`src/rtl/tcp_tx_msg_noc_if_out_ctrl.sv`:
```
// NoC response emitter for the TCP TX tile: turns one poller buffer-space response into a header+body flit pair.
// Optional build macro TCP_TX_PTR_ACK_EN adds a round-robin tail-pointer ACK source sent as a single header flit.
module tcp_tx_msg_noc_if_out_ctrl #(
  parameter int          NOC_W         = 512,
  parameter int          XY_W          = 4,
  parameter int          FBITS_W       = 4,
  parameter int          FLOWID_W      = 8,
  parameter int          PTR_W         = 32,
  parameter int          SRC_X         = 0,
  parameter int          SRC_Y         = 0,
  parameter int          SRC_FBITS     = 0,
  parameter logic [7:0]  RESP_MSG_TYPE = 8'h11,
  parameter logic [7:0]  ACK_MSG_TYPE  = 8'h12
) (
  input  logic                clk,
  input  logic                rst,
  input  logic                poller_noc_if_resp_val,
  input  logic [FLOWID_W-1:0] poller_noc_if_resp_flowid,
  input  logic [PTR_W-1:0]    poller_noc_if_resp_ptr,
  input  logic [PTR_W-1:0]    poller_noc_if_resp_len,
  input  logic [XY_W-1:0]     poller_noc_if_resp_dst_x,
  input  logic [XY_W-1:0]     poller_noc_if_resp_dst_y,
  input  logic [FBITS_W-1:0]  poller_noc_if_resp_dst_fbits,
  output logic                noc_if_poller_resp_rdy,
`ifdef TCP_TX_PTR_ACK_EN
  input  logic                tail_ptr_noc_if_ack_val,
  input  logic [FLOWID_W-1:0] tail_ptr_noc_if_ack_flowid,
  input  logic [XY_W-1:0]     tail_ptr_noc_if_ack_dst_x,
  input  logic [XY_W-1:0]     tail_ptr_noc_if_ack_dst_y,
  input  logic [FBITS_W-1:0]  tail_ptr_noc_if_ack_dst_fbits,
  output logic                noc_if_tail_ptr_ack_rdy,
`endif
  output logic                tcp_tx_ptr_if_noc_val,
  output logic [NOC_W-1:0]    tcp_tx_ptr_if_noc_data,
  input  logic                noc_tcp_tx_ptr_if_rdy,
  output logic [1:0]          o_dbg_state
);

  // Handshake rule on every channel: a transfer happens on a rising clk edge where
  // val and rdy are both high; a producer holding val keeps its data unchanged until then.

  localparam int HDR_W  = 2 * (2 * XY_W + FBITS_W + 8);
  localparam int BODY_W = FLOWID_W + 2 * PTR_W;

  localparam logic [XY_W-1:0]    L_SRC_X     = XY_W'(SRC_X);
  localparam logic [XY_W-1:0]    L_SRC_Y     = XY_W'(SRC_Y);
  localparam logic [FBITS_W-1:0] L_SRC_FBITS = FBITS_W'(SRC_FBITS);

  typedef enum logic [1:0] {
    S_IDLE    = 2'd0,
    S_HDR     = 2'd1,
    S_BODY    = 2'd2
`ifdef TCP_TX_PTR_ACK_EN
    ,S_ACK_HDR = 2'd3
`endif
  } state_t;

  state_t r_state;
  state_t w_next_state;

  logic [FLOWID_W-1:0] r_flowid;
  logic [PTR_W-1:0]    r_ptr;
  logic [PTR_W-1:0]    r_len;
  logic [XY_W-1:0]     r_dst_x;
  logic [XY_W-1:0]     r_dst_y;
  logic [FBITS_W-1:0]  r_dst_fbits;

  logic                w_idle;
  logic                w_acc_resp;
  logic                w_is_ack;
  logic [7:0]          w_msg_len;
  logic [7:0]          w_msg_type;
  logic [HDR_W-1:0]    w_hdr;

  assign w_idle = (r_state == S_IDLE) && !rst;

`ifdef TCP_TX_PTR_ACK_EN
  // r_last_grant: 1 = ACK source was granted last, 0 = poller was granted last.
  logic r_last_grant;
  logic w_grant_ack;
  logic w_acc_ack;

  assign w_grant_ack = tail_ptr_noc_if_ack_val &&
                       (!poller_noc_if_resp_val || !r_last_grant);
  assign w_acc_ack   = w_idle && w_grant_ack;
  assign w_acc_resp  = w_idle && poller_noc_if_resp_val && !w_grant_ack;
  assign noc_if_poller_resp_rdy  = w_idle && !w_grant_ack;
  assign noc_if_tail_ptr_ack_rdy = w_idle && w_grant_ack;
  assign w_is_ack = (r_state == S_ACK_HDR);
`else
  assign w_acc_resp = w_idle && poller_noc_if_resp_val;
  assign noc_if_poller_resp_rdy = w_idle;
  assign w_is_ack = 1'b0;
`endif

  always_comb begin
    w_next_state = r_state;
    case (r_state)
      S_IDLE: begin
        if (w_acc_resp) begin
          w_next_state = S_HDR;
        end
`ifdef TCP_TX_PTR_ACK_EN
        else if (w_acc_ack) begin
          w_next_state = S_ACK_HDR;
        end
`endif
      end
      S_HDR: begin
        if (noc_tcp_tx_ptr_if_rdy) begin
          w_next_state = S_BODY;
        end
      end
      S_BODY: begin
        if (noc_tcp_tx_ptr_if_rdy) begin
          w_next_state = S_IDLE;
        end
      end
`ifdef TCP_TX_PTR_ACK_EN
      S_ACK_HDR: begin
        if (noc_tcp_tx_ptr_if_rdy) begin
          w_next_state = S_IDLE;
        end
      end
`endif
      default: w_next_state = S_IDLE;
    endcase
  end

  always_ff @(posedge clk) begin
    if (rst) begin
      r_state     <= S_IDLE;
      r_flowid    <= '0;
      r_ptr       <= '0;
      r_len       <= '0;
      r_dst_x     <= '0;
      r_dst_y     <= '0;
      r_dst_fbits <= '0;
`ifdef TCP_TX_PTR_ACK_EN
      r_last_grant <= 1'b1;
`endif
    end else begin
      r_state <= w_next_state;
      if (w_acc_resp) begin
        r_flowid    <= poller_noc_if_resp_flowid;
        r_ptr       <= poller_noc_if_resp_ptr;
        r_len       <= poller_noc_if_resp_len;
        r_dst_x     <= poller_noc_if_resp_dst_x;
        r_dst_y     <= poller_noc_if_resp_dst_y;
        r_dst_fbits <= poller_noc_if_resp_dst_fbits;
`ifdef TCP_TX_PTR_ACK_EN
        r_last_grant <= 1'b0;
`endif
      end
`ifdef TCP_TX_PTR_ACK_EN
      // The ACK reuses the flow/destination registers; ptr/len are irrelevant to it.
      if (w_acc_ack) begin
        r_flowid     <= tail_ptr_noc_if_ack_flowid;
        r_dst_x      <= tail_ptr_noc_if_ack_dst_x;
        r_dst_y      <= tail_ptr_noc_if_ack_dst_y;
        r_dst_fbits  <= tail_ptr_noc_if_ack_dst_fbits;
        r_last_grant <= 1'b1;
      end
`endif
    end
  end

  assign w_msg_len  = w_is_ack ? 8'd0 : 8'd1;
  assign w_msg_type = w_is_ack ? ACK_MSG_TYPE : RESP_MSG_TYPE;
  assign w_hdr = {r_dst_x, r_dst_y, r_dst_fbits, w_msg_len,
                  L_SRC_X, L_SRC_Y, L_SRC_FBITS, w_msg_type};

  // Flit data depends only on registers and state, so it cannot move under backpressure.
  always_comb begin
    tcp_tx_ptr_if_noc_val  = 1'b0;
    tcp_tx_ptr_if_noc_data = '0;
    if (!rst) begin
      if (r_state == S_HDR || w_is_ack) begin
        tcp_tx_ptr_if_noc_val = 1'b1;
        tcp_tx_ptr_if_noc_data[NOC_W-1 -: HDR_W] = w_hdr;
        if (w_is_ack) begin
          tcp_tx_ptr_if_noc_data[NOC_W-1-HDR_W -: FLOWID_W] = r_flowid;
        end
      end else if (r_state == S_BODY) begin
        tcp_tx_ptr_if_noc_val = 1'b1;
        tcp_tx_ptr_if_noc_data[NOC_W-1 -: BODY_W] = {r_flowid, r_ptr, r_len};
      end
    end
  end

  assign o_dbg_state = r_state;

endmodule

```
`config.mk`:
```
export PLATFORM = sky130hd
export DESIGN_NAME = tcp_tx_msg_noc_if_out_ctrl
export DESIGN_NICKNAME = d
export VERILOG_FILES = /design/src/rtl/tcp_tx_msg_noc_if_out_ctrl.sv
export SDC_FILE = /design/constraint.sdc
export NUM_CORES = 1
export LEC_CHECK = 0
export CAP_MARGIN = 0
export CORE_AREA = 2 2 237 239
export DETAILED_ROUTE_END_ITERATION = 8
export DIE_AREA = 0 0 239 241
export GPL_ROUTABILITY_DRIVEN = 1
export PLACE_DENSITY_LB_ADDON = 0.05
export SKIP_LAST_GASP = 1
export SYNTH_ARGS = -nofsm -noshare
export SYNTH_HDL_FRONTEND = slang
export SYNTH_SLANG_ARGS = --single-unit
```
`constraint.sdc`:
```
create_clock -name clk -period 4.06 [get_ports clk]
set_clock_uncertainty 0.05 [all_clocks]
set_input_delay 0.609 -clock clk [delete_from_list [all_inputs] [get_ports clk]]
set_output_delay 0.609 -clock clk [all_outputs]
set_load 0.02 [all_outputs]
```
==> metrics <==
global-route wire length before repair 27,520 µm; Post-DRT Antenna Nets 0; CTS tree built; setup tns final 0 ns; Final Util 14.99%; die width 239 µm; Max-Slew Margin vs Limit 56.52%; Fin. Hold Viols 0; root buf cell clkbuf_16; VDD IR max 0.1923 mV; Crit. End Element output port; power per cell area 369.5 mW/mm²; vias in the first global route 4,153; post-DP HPWL 15,390 µm; Final period util 81.16%; core box area 0.05488 mm²; Crit Path Category flop to output port; Worst Setup SP o_dbg_state[1]; Sink Count 86; Die ar. 0.05760 mm²; hold depth 2; gpl congestion 0.6152; Syn Inst Count 925; Worst R2R Start o_dbg_state[1]; HP Class flop to flop; Buffers on Ports 163; max_cap viols 0; minimum clock period 3.295 ns; Die H 241 µm; GRT Overall Usage 6.691%; #FFs+latches synth 86; Unique masters post-synth 22; Worst EP required 3.40 ns; total congestion overflow 0; post-DR vias/cell 2.591; layout cells sized above 1 2.430%; YS warnings 0; Syn-to-layout area delta 14.53%; # hold bufs at CTS 0; status finished, final reports clean; sequential area share after synthesis 23.97%; routed vias 4,596; Slew Limit Fails 0; DRT Pass-1 Iters 4; DR iter-0 viols 93; diode count 0; startpoint types flop; Reg2Reg Setup Slack 2.07 ns; worst hold start r_ptr[5]; final setup fails 0; postcts setup bufs 0; Initial Utilization 13.09%; Avg Cell Area, Syn 7.766 µm²; Top Ports 604; Worst Tran Pin Value 0.6522 ns; Crit Path Max Fanout 26; Pleak 0.003557 µW; Routed WL 20,630 µm; # resized after CTS 0; initial antenna violation count 1; FP Rows 86; Clock Latency Late Sink 0.37 ns; worst reg2reg path depth 5; reg2reg end r_len[23]; Synth Cell Area 0.007183 mm²; H-tree levels 3; Fmax 303.5 MHz; DR DRC count 0; CTS Buf Count 9; critical path arrival 2.64 ns; RSZ-0062 raised after global routing no; hold endpoint r_ptr[5]; CTS clk-pin slew, worst paths 0.07 ns; largest net degree at the start of global routing 58; Final nets 1,158; routed wire length per instance 11.63 µm; clock buffer depth 2
## how the worst max path moves through the flow
stage / end / slack, ns / depth (start not counted)
after CTS: tcp_tx_ptr_if_noc_data[471] / 0.62 / 6
after global routing: tcp_tx_ptr_if_noc_data[471] / 0.57 / 6
final: tcp_tx_ptr_if_noc_data[471] / 0.76 / 6
after floorplan: tcp_tx_ptr_if_noc_data[479] / 1.64 / 7
after global placement: tcp_tx_ptr_if_noc_data[471] / 1.02 / 5
after detailed placement: tcp_tx_ptr_if_noc_data[471] / 1.02 / 5
## cells by family after synthesis
family,share of synthesized area [%]
mux,1.951
fa+ha+maj,0.6968
flops,23.97
compound gates,5.975
buf+inv,48.70
simple gates,18.66
other cells,0.05221
## final cells by class
| type | count | area (µm²) |
|---|---|---|
| fill | 6358 | 46650 |
| multi-input combinational | 797 | 3621 |
| sequential | 86 | 1722 |
| timing repair buffer | 170 | 1707 |
| tap | 704 | 880.8 |
| clock buffer | 10 | 239.0 |
| clock inverter | 5 | 50.05 |
| inverter | 2 | 7.507 |
## routing by layer
layer | GRT usage (%) | up-vias | wire length, µm
li1 | - | 2254 | -
met1 | 7.047 | 2080 | 7614
met2 | 11.77 | 249 | 10880
met3 | 3.397 | 11 | 1940
met4 | 1.761 | 2 | 185
met5 | 0 | - | 13
## cells in the mapped netlist
master	count	area (µm²)
nor3b_2	1	12.51
buf_2	10	50.05
and2_1	57	356.6
dfxtp_1	86	1722
or2_2	1	6.260
inv_1	2	7.510
buf_1	1	3.750
buf_4	443	3326
nand2b_1	89	556.8
mux2i_1	14	140.1
ha_1	4	50.05
conb_1	1	3.750
nor2b_1	2	12.51
o21ai_1	20	100.1
clkbuf_2	2	10.01
o21ai_0	64	320.3
buf_6	2	22.52
clkbuf_1	21	78.83
and3b_1	1	8.760
nand2_1	84	315.3
a2bb2oi_1	1	8.760
nor2_1	19	71.32
## worst max-delay path, stage by stage, from the launching register on
cell,delay (ns)
dfxtp_1,0.45
inv_1,0.12
ha_1,0.27
nor3b_4,0.22
buf_4,0.30
and2_1,0.18
clkdlybuf4s50_1,0.70
## through the flow
stage	worst slack (ns)	instances	cell area (µm²)	power, µW	hold WS, ns
6_report	0.7650	1774	8227	3040	0.4095
5_1_grt	0.5676	1774	8227	3290	0.4285
4_1_cts	0.6233	1774	8227	3157	0.4150
3_5_place_dp	1.020	1759	7938	2197	0.4015
3_3_place_gp	1.019	1759	7938	2203	0.4016
2_1_floorplan	1.637	1364	8831	2163	0.3876
## layout by cell type, fill, tap and decap left out
cell             Yosys  layout
buf_12               0       2
o21ai_0             64      64
nand2b_1            89      89
o21ai_1             20      20
and3b_4              0       1
clkbuf_8             0       1
bufinv_16            0       1
clkbuf_16            0       9
conb_1               1     440
ha_1                 4       4
mux2i_1             14      14
or2_2                1       1
clkinv_2             0       4
and2_1              57      57
nor3b_4              0       1
clkdlybuf4s50_1      0     162
nor2b_1              2       2
buf_4              443       6
dfxtp_1             86      86
nor2_1              19      19
inv_1                2       2
nand2_1             84      84
a2bb2oi_1            1       1
## report_power, final
part / switching, µW / internal, µW / total (µW) / leakage, µW
clock network: 411 / 487 / 898 / 0.000148
logic: 736 / 303 / 1040 / 0.00270
registers: 92.3 / 1010 / 1100 / 0.000709
total: 1240 / 1800 / 3040 / 0.00356
## registers in the layout, summed over array words and instances, names as in the netlist
name	cells
r_dst_fbits	4
r_len	32
r_ptr	32
r_dst_x	4
r_flowid	8
r_dst_y	4
o_dbg_state	2
Power figures use the tool's default switching activity.
